<file path="src/rtl/hazard_pkg.sv">
// ----------------------------------------------------------------------------
// hazard_pkg
// Shared definitions for the pipeline hazard controller: the controller FSM
// state encoding, the default multi-cycle MDU latency and the width of the
// MDU occupancy down-counter.
// ----------------------------------------------------------------------------
package hazard_pkg;

    // Total EX-occupancy cycles of a multi-cycle MDU op (legal range 2..16).
    localparam int MDU_LAT_DEFAULT = 4;

    // Occupancy down-counter width; holds MDU_LAT-1 for the largest MDU_LAT.
    localparam int CNT_W = 4;

    typedef enum logic [0:0] {
        RUN = 1'b0,   // normal issue
        MDU = 1'b1    // multi-cycle MDU op occupying EX
    } state_e;

endpackage : hazard_pkg

</file>
<file path="src/rtl/hazard_ctrl_lu_detect.sv">
// ----------------------------------------------------------------------------
// lu_detect
// Combinational load-use hazard detector. Flags the case where the
// instruction in EX is a load whose destination register is read by the
// instruction currently in ID. x0 is never a hazard because it is hardwired.
//
// Ports
//   i_id_rs1_addr, i_id_rs2_addr  source registers of the ID instruction
//   i_id_rs1_used, i_id_rs2_used  ID instruction really reads rs1 / rs2
//   i_ex_rd_addr                  destination register of the EX instruction
//   i_ex_mem_read                 EX instruction is a load
//   o_lu                          load-use hazard present this cycle
// ----------------------------------------------------------------------------
module lu_detect (
    input  logic [4:0] i_id_rs1_addr,
    input  logic [4:0] i_id_rs2_addr,
    input  logic       i_id_rs1_used,
    input  logic       i_id_rs2_used,
    input  logic [4:0] i_ex_rd_addr,
    input  logic       i_ex_mem_read,
    output logic       o_lu
);

    logic rs1_hit;
    logic rs2_hit;

    assign rs1_hit = i_id_rs1_used && (i_id_rs1_addr == i_ex_rd_addr);
    assign rs2_hit = i_id_rs2_used && (i_id_rs2_addr == i_ex_rd_addr);

    assign o_lu = i_ex_mem_read && (i_ex_rd_addr != 5'd0) && (rs1_hit || rs2_hit);

endmodule : lu_detect

</file>
<file path="src/rtl/hazard_ctrl.sv">
// ----------------------------------------------------------------------------
// hazard_ctrl
// Pipeline hazard controller. Produces stall and flush controls for a
// five-stage pipeline from four hazard sources, in strict priority order:
//   1. data memory busy      -> freeze everything, bubble into MEM/WB
//   2. branch mispredict     -> flush IF/ID and ID/EX
//   3. multi-cycle MDU hold  -> hold front end, bubble into EX/MEM
//   4. load-use              -> hold front end one cycle, bubble into ID/EX
// A two-state FSM with a down-counter tracks MDU occupancy of EX. All
// control outputs are combinational (zero latency) and forced low in reset.
//
// Parameters
//   MDU_LAT        total EX-occupancy cycles of an MDU op (2..16)
// Ports
//   i_clk, i_reset             clock; synchronous active-high reset
//   i_id_rs*_addr/_used        ID-stage source operands
//   i_ex_rd_addr, i_ex_mem_read EX-stage destination and load flag
//   i_ex_mispred               EX resolved a mispredicted branch/jump
//   i_ex_mdu_start             MDU op enters EX this cycle
//   i_mem_busy                 data memory not ready
//   o_*_stall                  hold PC / pipeline register
//   o_*_flush                  load a bubble into pipeline register
//   o_mdu_busy                 FSM is in MDU
//   o_stall_cycles             saturating count of cycles with o_pc_stall=1
// ----------------------------------------------------------------------------
module hazard_ctrl
    import hazard_pkg::*;
#(
    parameter int MDU_LAT = MDU_LAT_DEFAULT
) (
    input  logic        i_clk,
    input  logic        i_reset,
    input  logic [4:0]  i_id_rs1_addr,
    input  logic [4:0]  i_id_rs2_addr,
    input  logic        i_id_rs1_used,
    input  logic        i_id_rs2_used,
    input  logic [4:0]  i_ex_rd_addr,
    input  logic        i_ex_mem_read,
    input  logic        i_ex_mispred,
    input  logic        i_ex_mdu_start,
    input  logic        i_mem_busy,
    output logic        o_pc_stall,
    output logic        o_if_id_stall,
    output logic        o_id_ex_stall,
    output logic        o_ex_mem_stall,
    output logic        o_if_id_flush,
    output logic        o_id_ex_flush,
    output logic        o_ex_mem_flush,
    output logic        o_mem_wb_flush,
    output logic        o_mdu_busy,
    output logic [31:0] o_stall_cycles
);

    localparam logic [CNT_W-1:0] CNT_LOAD = CNT_W'(MDU_LAT - 1);

    state_e           state_q, state_d;
    logic [CNT_W-1:0] cnt_q, cnt_d;
    logic [31:0]      stall_cycles_q;

    logic lu;
    logic mdu_go;
    logic mdu_hold;

    lu_detect u_lu_detect (
        .i_id_rs1_addr (i_id_rs1_addr),
        .i_id_rs2_addr (i_id_rs2_addr),
        .i_id_rs1_used (i_id_rs1_used),
        .i_id_rs2_used (i_id_rs2_used),
        .i_ex_rd_addr  (i_ex_rd_addr),
        .i_ex_mem_read (i_ex_mem_read),
        .o_lu          (lu)
    );

    // An MDU op is accepted only when nothing of higher priority intervenes;
    // a mispredict kills it and a busy memory defers it.
    assign mdu_go   = (state_q == RUN) && i_ex_mdu_start && !i_ex_mispred && !i_mem_busy;

    // The accepting cycle counts as the first hold cycle; the last MDU cycle
    // (cnt==1) releases the front end so the next op issues back-to-back.
    assign mdu_hold = mdu_go || ((state_q == MDU) && (cnt_q != CNT_W'(1)));

    // ------------------------------------------------------------------------
    // FSM next state / counter
    // ------------------------------------------------------------------------
    // NOTE: every signal assigned in an always_comb gets a default first, so
    // no path leaves it unassigned and no latch is inferred.
    always_comb begin
        state_d = state_q;
        cnt_d   = cnt_q;
        if (!i_mem_busy) begin
            case (state_q)
                RUN: begin
                    if (mdu_go) begin
                        state_d = MDU;
                        cnt_d   = CNT_LOAD;
                    end
                end
                MDU: begin
                    cnt_d = cnt_q - CNT_W'(1);
                    if (cnt_q == CNT_W'(1)) begin
                        state_d = RUN;
                    end
                end
            endcase
        end
    end

    // NOTE: sequential state uses non-blocking assignments so every register
    // samples its pre-edge value regardless of statement order.
    always_ff @(posedge i_clk) begin
        if (i_reset) begin
            state_q <= RUN;
            cnt_q   <= '0;
        end else begin
            state_q <= state_d;
            cnt_q   <= cnt_d;
        end
    end

    // ------------------------------------------------------------------------
    // Priority mux for the stall / flush controls
    // ------------------------------------------------------------------------
    always_comb begin
        o_pc_stall     = 1'b0;
        o_if_id_stall  = 1'b0;
        o_id_ex_stall  = 1'b0;
        o_ex_mem_stall = 1'b0;
        o_if_id_flush  = 1'b0;
        o_id_ex_flush  = 1'b0;
        o_ex_mem_flush = 1'b0;
        o_mem_wb_flush = 1'b0;
        if (i_reset) begin
            // all controls stay low while reset is held
        end else if (i_mem_busy) begin
            o_pc_stall     = 1'b1;
            o_if_id_stall  = 1'b1;
            o_id_ex_stall  = 1'b1;
            o_ex_mem_stall = 1'b1;
            o_mem_wb_flush = 1'b1;
        end else if (i_ex_mispred) begin
            o_if_id_flush  = 1'b1;
            o_id_ex_flush  = 1'b1;
        end else if (mdu_hold) begin
            o_pc_stall     = 1'b1;
            o_if_id_stall  = 1'b1;
            o_id_ex_stall  = 1'b1;
            o_ex_mem_flush = 1'b1;
        end else if (lu && (state_q == RUN)) begin
            o_pc_stall     = 1'b1;
            o_if_id_stall  = 1'b1;
            o_id_ex_flush  = 1'b1;
        end
    end

    assign o_mdu_busy = !i_reset && (state_q == MDU);

    // ------------------------------------------------------------------------
    // Saturating stall-cycle counter
    // ------------------------------------------------------------------------
    always_ff @(posedge i_clk) begin
        if (i_reset) begin
            stall_cycles_q <= '0;
        end else if (o_pc_stall && (stall_cycles_q != 32'hFFFF_FFFF)) begin
            stall_cycles_q <= stall_cycles_q + 32'd1;
        end
    end

    assign o_stall_cycles = stall_cycles_q;

endmodule : hazard_ctrl

</file>
<file path="config.mk">
export PLATFORM = sky130hd
export DESIGN_NAME = hazard_ctrl
export DESIGN_NICKNAME = d
export VERILOG_FILES = /design/src/rtl/hazard_pkg.sv /design/src/rtl/hazard_ctrl_lu_detect.sv /design/src/rtl/hazard_ctrl.sv
export SDC_FILE = /design/constraint.sdc
export NUM_CORES = 1
export LEC_CHECK = 0
export ABC_AREA = 1
export BUFFER_PORTS_ARGS = -buffer_cell sky130_fd_sc_hd__clkbuf_2
export CORE_ASPECT_RATIO = 0.75
export CORE_MARGIN = 10
export CORE_UTILIZATION = 51
export CTS_CLUSTER_DIAMETER = 30
export CTS_CLUSTER_SIZE = 16
export DETAILED_ROUTE_END_ITERATION = 8
export PLACE_DENSITY_LB_ADDON = 0.15
export SYNTH_ARGS = -nofsm -noshare
export SYNTH_HDL_FRONTEND = slang
export SYNTH_SLANG_ARGS = --single-unit
</file>
<file path="constraint.sdc">
create_clock -name i_clk -period 1.9 [get_ports i_clk]
set_input_delay 0.285 -clock i_clk [delete_from_list [all_inputs] [get_ports i_clk]]
set_output_delay 0.285 -clock i_clk [all_outputs]
set_load 0.03 [all_outputs]
</file>
# Yosys cells after proc, flatten, opt, wreduce, memory -nomap -nowiden

Cells that the tools add are included.

Bits in registers: 37
Input port bits: 23
Output and inout port bits: 41
Word-level logic and storage cells: 56

$add $sub $neg: 2
Equal/unequal tests: 6
Mux-type cells: 25
Bitwise gates (word level): 2
Reductions and logical operators: 18

Operators with widths:

| operator              | count |
|---|---|
| $add 32x1->32 const B | 1 |
| $ne 32x32->1 const B  | 1 |
| $mux 1                | 22 |
| $logic_and 1x1->1     | 11 |
| $eq 5x5->1            | 2 |
| $pmux 4 s2            | 1 |
| $reduce_bool 5->1     | 1 |
| $eq 4x1->1 const B    | 1 |
| $mux 4                | 1 |
| $ne 4x1->1 const B    | 1 |
| $sub 4x1->4 const B   | 1 |
| $logic_not 1->1       | 3 |
| $logic_or 1x1->1      | 2 |
| $ne 2x2->1 const B    | 1 |
| $not 1->1             | 2 |
| $pmux 1 s2            | 1 |
| $reduce_and 2->1      | 1 |

# Depth between registers and ports, before layout

Depth in word-level cells: 11
Mapped depth: 12
Gate-level depth less buffers: 12

# Cells and area by module

From an unflattened synthesis, not the netlist that was laid out.

Cell total of the unflattened synthesis: 467
Area, all modules: 2691.3 um^2

Modules (own cells, without submodules):

| module      | instances | cells each | area an instance (um^2) | seq. area each (um^2) |
|---|---|---|---|---|
| hazard_ctrl | 1         | 412        | 2474.9                  | 740.7 |
| lu_detect   | 1         | 55         | 216.5                   | 0.0 |

# Worst setup path after synthesis

Ideal clock, no wire load.

Path type: flip-flop to flip-flop
From: reg stall_cycles_q[0], in the netlist o_stall_cycles[0]
To: reg stall_cycles_q[28], in the netlist o_stall_cycles[28]
Library setup time: 0.116 ns
Arrival time: 1.887 ns
Required time: 1.784 ns
Setup slack: -0.103 ns
Stages on the path, launching flop included: 12
Buffers on the path: 1
Clock period less this slack: 2.003 ns
Cells stage by stage: dfxtp_1 > ha_1 > nand2_2 > nor2_4 > inv_2 > nor2_4 > nand4_4 > buf_6 > nand2_1 > inv_1 > a21oi_1 > nor2_1

Longest elaborated chain between the ends: 2
Elaborated cells between the ends (all ways): 3
Those cells by class: add/sub (1); eq/ne (1); reduce/logical (1)

Ends and longest elaborated chain:

| what                                                                  | line               | source |
|---|---|---|
| from (decl)                                                           | hazard_ctrl.sv:58  | `logic [31:0] stall_cycles_q;` |
| from (signal assigned)                                                | hazard_ctrl.sv:164 | `stall_cycles_q <= stall_cycles_q + 32'd1;` |
| parallel branches: the longest is 2 deep, another holds $add 32x1->32 | -                  |  |

Parallel ways; which one is timed is not known.
A chain may end at the register's enable or synchronous reset.

# Worst setup path after layout

From: reg cnt_q[1]
To: out o_pc_stall

Longest elaborated chain between the ends: 7

Ends and longest elaborated chain:

| what                   | line               | source |
|---|---|---|
| from (decl)            | hazard_ctrl.sv:57  | `logic [CNT_W-1:0] cnt_q, cnt_d;` |
| from (signal assigned) | hazard_ctrl.sv:116 | `cnt_q <= cnt_d;` |
| $ne 4x1->1             | hazard_ctrl.sv:80  | `assign mdu_hold = mdu_go \|\| ((state_q == MDU) && (cnt_q != CNT_W'(1)));` |
| $logic_and 1x1->1      | hazard_ctrl.sv:80  |  |
| $logic_or 1x1->1       | hazard_ctrl.sv:80  |  |
| $mux 1                 | hazard_ctrl.sv:143 | `end else if (mdu_hold) begin` |
| $mux 1                 | hazard_ctrl.sv:140 | `end else if (i_ex_mispred) begin` |
| $mux 1                 | hazard_ctrl.sv:134 | `end else if (i_mem_busy) begin` |
| $mux 1                 | hazard_ctrl.sv:132 | `if (i_reset) begin` |
| to (decl)              | hazard_ctrl.sv:42  | `output logic o_pc_stall,` |

Every way passes these cells.

==> flow_summary_export.csv <==
group,metric,value,unit
outcome,outcome,"finished, final reports clean",
sta,slew-limit-headroom,75.6,%
global_routing,grt_util_all_layers,18.5,%
power_and_ir_drop,p_leak,0.00152,uW
die,ioPinCount,64,
drt,avgViaCountPerCell,5.09,
sta,slew_violations,0,
sta,tns,0,ps
setup_path,critical_path_class,"reg -> out",
sta,worst_slack,64.7,ps
job,drv_cap,0,
synthesis,synthAdderAreaFrac,1.41,%
finish,num_antenna_cells,0,
setup_path,crit_required,1620,ps
sta,timing.fmax,545,MHz
synthesis,netlist_instances,439,
die,initial_core_util,53.6,%
finish,syn_to_final_growth,28.1,%
die,die_w,104,um
clocking,cts_root_buffer,"clkbuf_8",
worst_hold_path,hold_path.class,"in -> reg",
sta,fin_crit,1840,ps
synthesis,syn-cell-area,2670,um^2
clocking,clock_sinks,37,
setup_path,r2r_slack,110,ps
global_routing,grt_max_degree,29,
sta,setup_viol,0,
drt,drc,0,
drt,first_pass_iters,5,
place,post_dp_cell_area,3180,um^2
drt,vias,3037,
setup_path,cp-start-kind,"register",
setup_path,cp_max_fo,4,
die,fp.coreArea,4980,um^2
place,dp.cells,586,
finish,fin_cells,597,
global_routing,antenna_found_initial,0,
place,portBuffers,63,
clocking,htree_num_levels,2,
drt,drt-total-wl,8140,um
synthesis,synth_top_family_by_area,"simple AND/OR/NAND/NOR gates",
global_routing,grt_pass1_vias,2675,
finish,final_common_cell,"nand2_1",
global_routing,overflow,0,
synthesis,syn_area_per_cell,6.08,um^2
place,place_ws,46.8,ps
setup_path,cp.arrival,1550,ps
synthesis,synth_simple_gate_area_share,47.4,%
sta,clock_skew,5.69,ps
synthesis,ys_types,30,
synthesis,synth_compound_area_share,7.87,%
synthesis,syn_nets,465,
clocking,clk_pin_slew_worst_paths,70,ps
sta,hold_viol,0,
die,placementRows,22,
drt,drtIter0Drc,247,
synthesis,synth-warning-count,0,
sta,tightest_slew,364,ps
die,dieArea,8560,um^2
finish,layout_common_cells,"nand2_1, nor2_1, clkbuf_2, nand3_1, a21oi_1",
place,hpwl,6280,um
clocking,cts_tree,"done",
finish,finalInstanceArea,3420,um^2
synthesis,yosys_register_bits,37,
global_routing,grt_pass1_wl,13200,um
setup_path,crit_path_end_kind,"primary output",
power_and_ir_drop,peakVddDrop,453,uV
drt,avgRoutedWirePerCell,13.6,um
finish,post-route-util,68.7,%
sta,post-route-period-util,96.6,%
place,gp_congestion,0.939,
clocking,numCtsBuffers,5,
clocking,cts_buffer_depth,2,
clocking,clock_latency,300,ps
power_and_ir_drop,p_per_area,543,nW/um^2
finish,fin_nets,550,
finish,drive_above_1_share,24.2,%
synthesis,synthXorXnorAreaFrac,5.57,%
die,chipHeight,82.7,um
synthesis,yosysSeqAreaShare,27.7,%
synthesis,synth_mux_area_share,0,%
drt,ant_nets,0,
[logic make-up (layout without fill, tap and decap cells)]
logic type,after synthesis,count (layout)
buffers and inverters,55,141
AND/OR/NAND/NOR,286,286
adder cells (fa/ha/maj),3,3
XOR/XNOR,17,17
flip-flops,37,37
AO/OA/AOI/OAI,41,41
[per-layer routing]
metal	vias to the layer above	global-route usage (%)	routed length (um)
li1	1574	-	-
met1	1357	24.4	3930
met2	92	29.9	3600
met3	14	4.10	482
met4	0	5.90	129
met5	-	0	0
[state kept, by name, indices dropped and copies added, names as in the netlist]
name,cells
o_stall_cycles,32
cnt_q,4
state_q,1
[through the flow]
step | total power, uW | hold slack (ps)
2_1_floorplan | 965 | 416
3_3_place_gp | 1020 | 460
3_5_place_dp | 1030 | 459
4_1_cts | 1850 | 303
5_1_grt | 1930 | 342
6_report | 1860 | 325
[worst max-delay path: stages (launching register included)]
cell and delay [ps]:
dfxtp_2 330, inv_2 70, ha_4 120, nor3b_4 170, nand2_1 80, nand3_2 90, nand2_2 80, nand2_4 70
nand2_4 80, buf_8 150
[path summary, 6_finish.rpt]
| path | from | to | depth (start not counted) |
|---|---|---|---|
| hold reg to reg | state_q | cnt_q[1] | 1 |
| hold / removal | i_ex_mdu_start | state_q | 3 |
| setup reg to reg | cnt_q[1] | o_stall_cycles[1] | 12 |
| setup / recovery | cnt_q[1] | o_pc_stall | 9 |
[synthesized netlist by cell type]
| master | number | area (um^2) |
|---|---|---|
| and3_1 | 1 | 6.26 |
| nand2_4 | 1 | 11.3 |
| buf_4 | 2 | 15.0 |
| nor2_1 | 60 | 225 |
| nor3_1 | 8 | 40.0 |
| clkbuf_1 | 6 | 22.5 |
| nand3b_1 | 9 | 67.6 |
| nand2_1 | 144 | 541 |
| clkinv_1 | 1 | 3.75 |
| inv_1 | 37 | 139 |
| xnor2_1 | 5 | 43.8 |
| nand4_2 | 1 | 12.5 |
| nand3_2 | 1 | 10.0 |
| and2_1 | 1 | 6.26 |
| nor2_4 | 2 | 22.5 |
| o21ai_0 | 2 | 10.0 |
| a31oi_1 | 2 | 12.5 |
| ha_1 | 3 | 37.5 |
| o31ai_1 | 1 | 7.51 |
| xor2_1 | 12 | 105 |
| inv_2 | 2 | 7.51 |
| nor3b_1 | 2 | 15.0 |
| a21oi_1 | 36 | 180 |
| nand2_2 | 3 | 18.8 |
| dfxtp_1 | 37 | 741 |
| buf_6 | 7 | 78.8 |
| nor2_2 | 2 | 12.5 |
| nand3_1 | 44 | 220 |
| nand4_1 | 6 | 37.5 |
| nand4_4 | 1 | 21.3 |
[area by class of cell]
| class | count | area [um^2] |
|---|---|---|
| clock inverters | 3 | 65.1 |
| repair buffers | 93 | 578 |
| clock buffers | 5 | 68.8 |
| well taps | 72 | 90.1 |
| inverters | 40 | 150 |
| multi-input cells | 347 | 1720 |
| flip-flops and latches | 37 | 746 |
| fillers | 459 | 1560 |
[repair_timing]
item                                    4_1_cts  5_1_grt
endpoints found under the setup margin        4       35
hold buffers                                  0        0
buffers inserted                              1        2
gates resized for setup                       7       20
pin swaps                                     1        4
[power breakdown]
group / leakage [uW] / switching [uW] / total (uW) / internal [uW]
registers: 0.000300 / 9.51 / 795 / 785
clock network: 0.0000681 / 297 / 818 / 521
logic: 0.00115 / 154 / 244 / 90.1
total: 0.00152 / 460 / 1860 / 1400
Note: power is estimated with default switching activity, not from simulation.
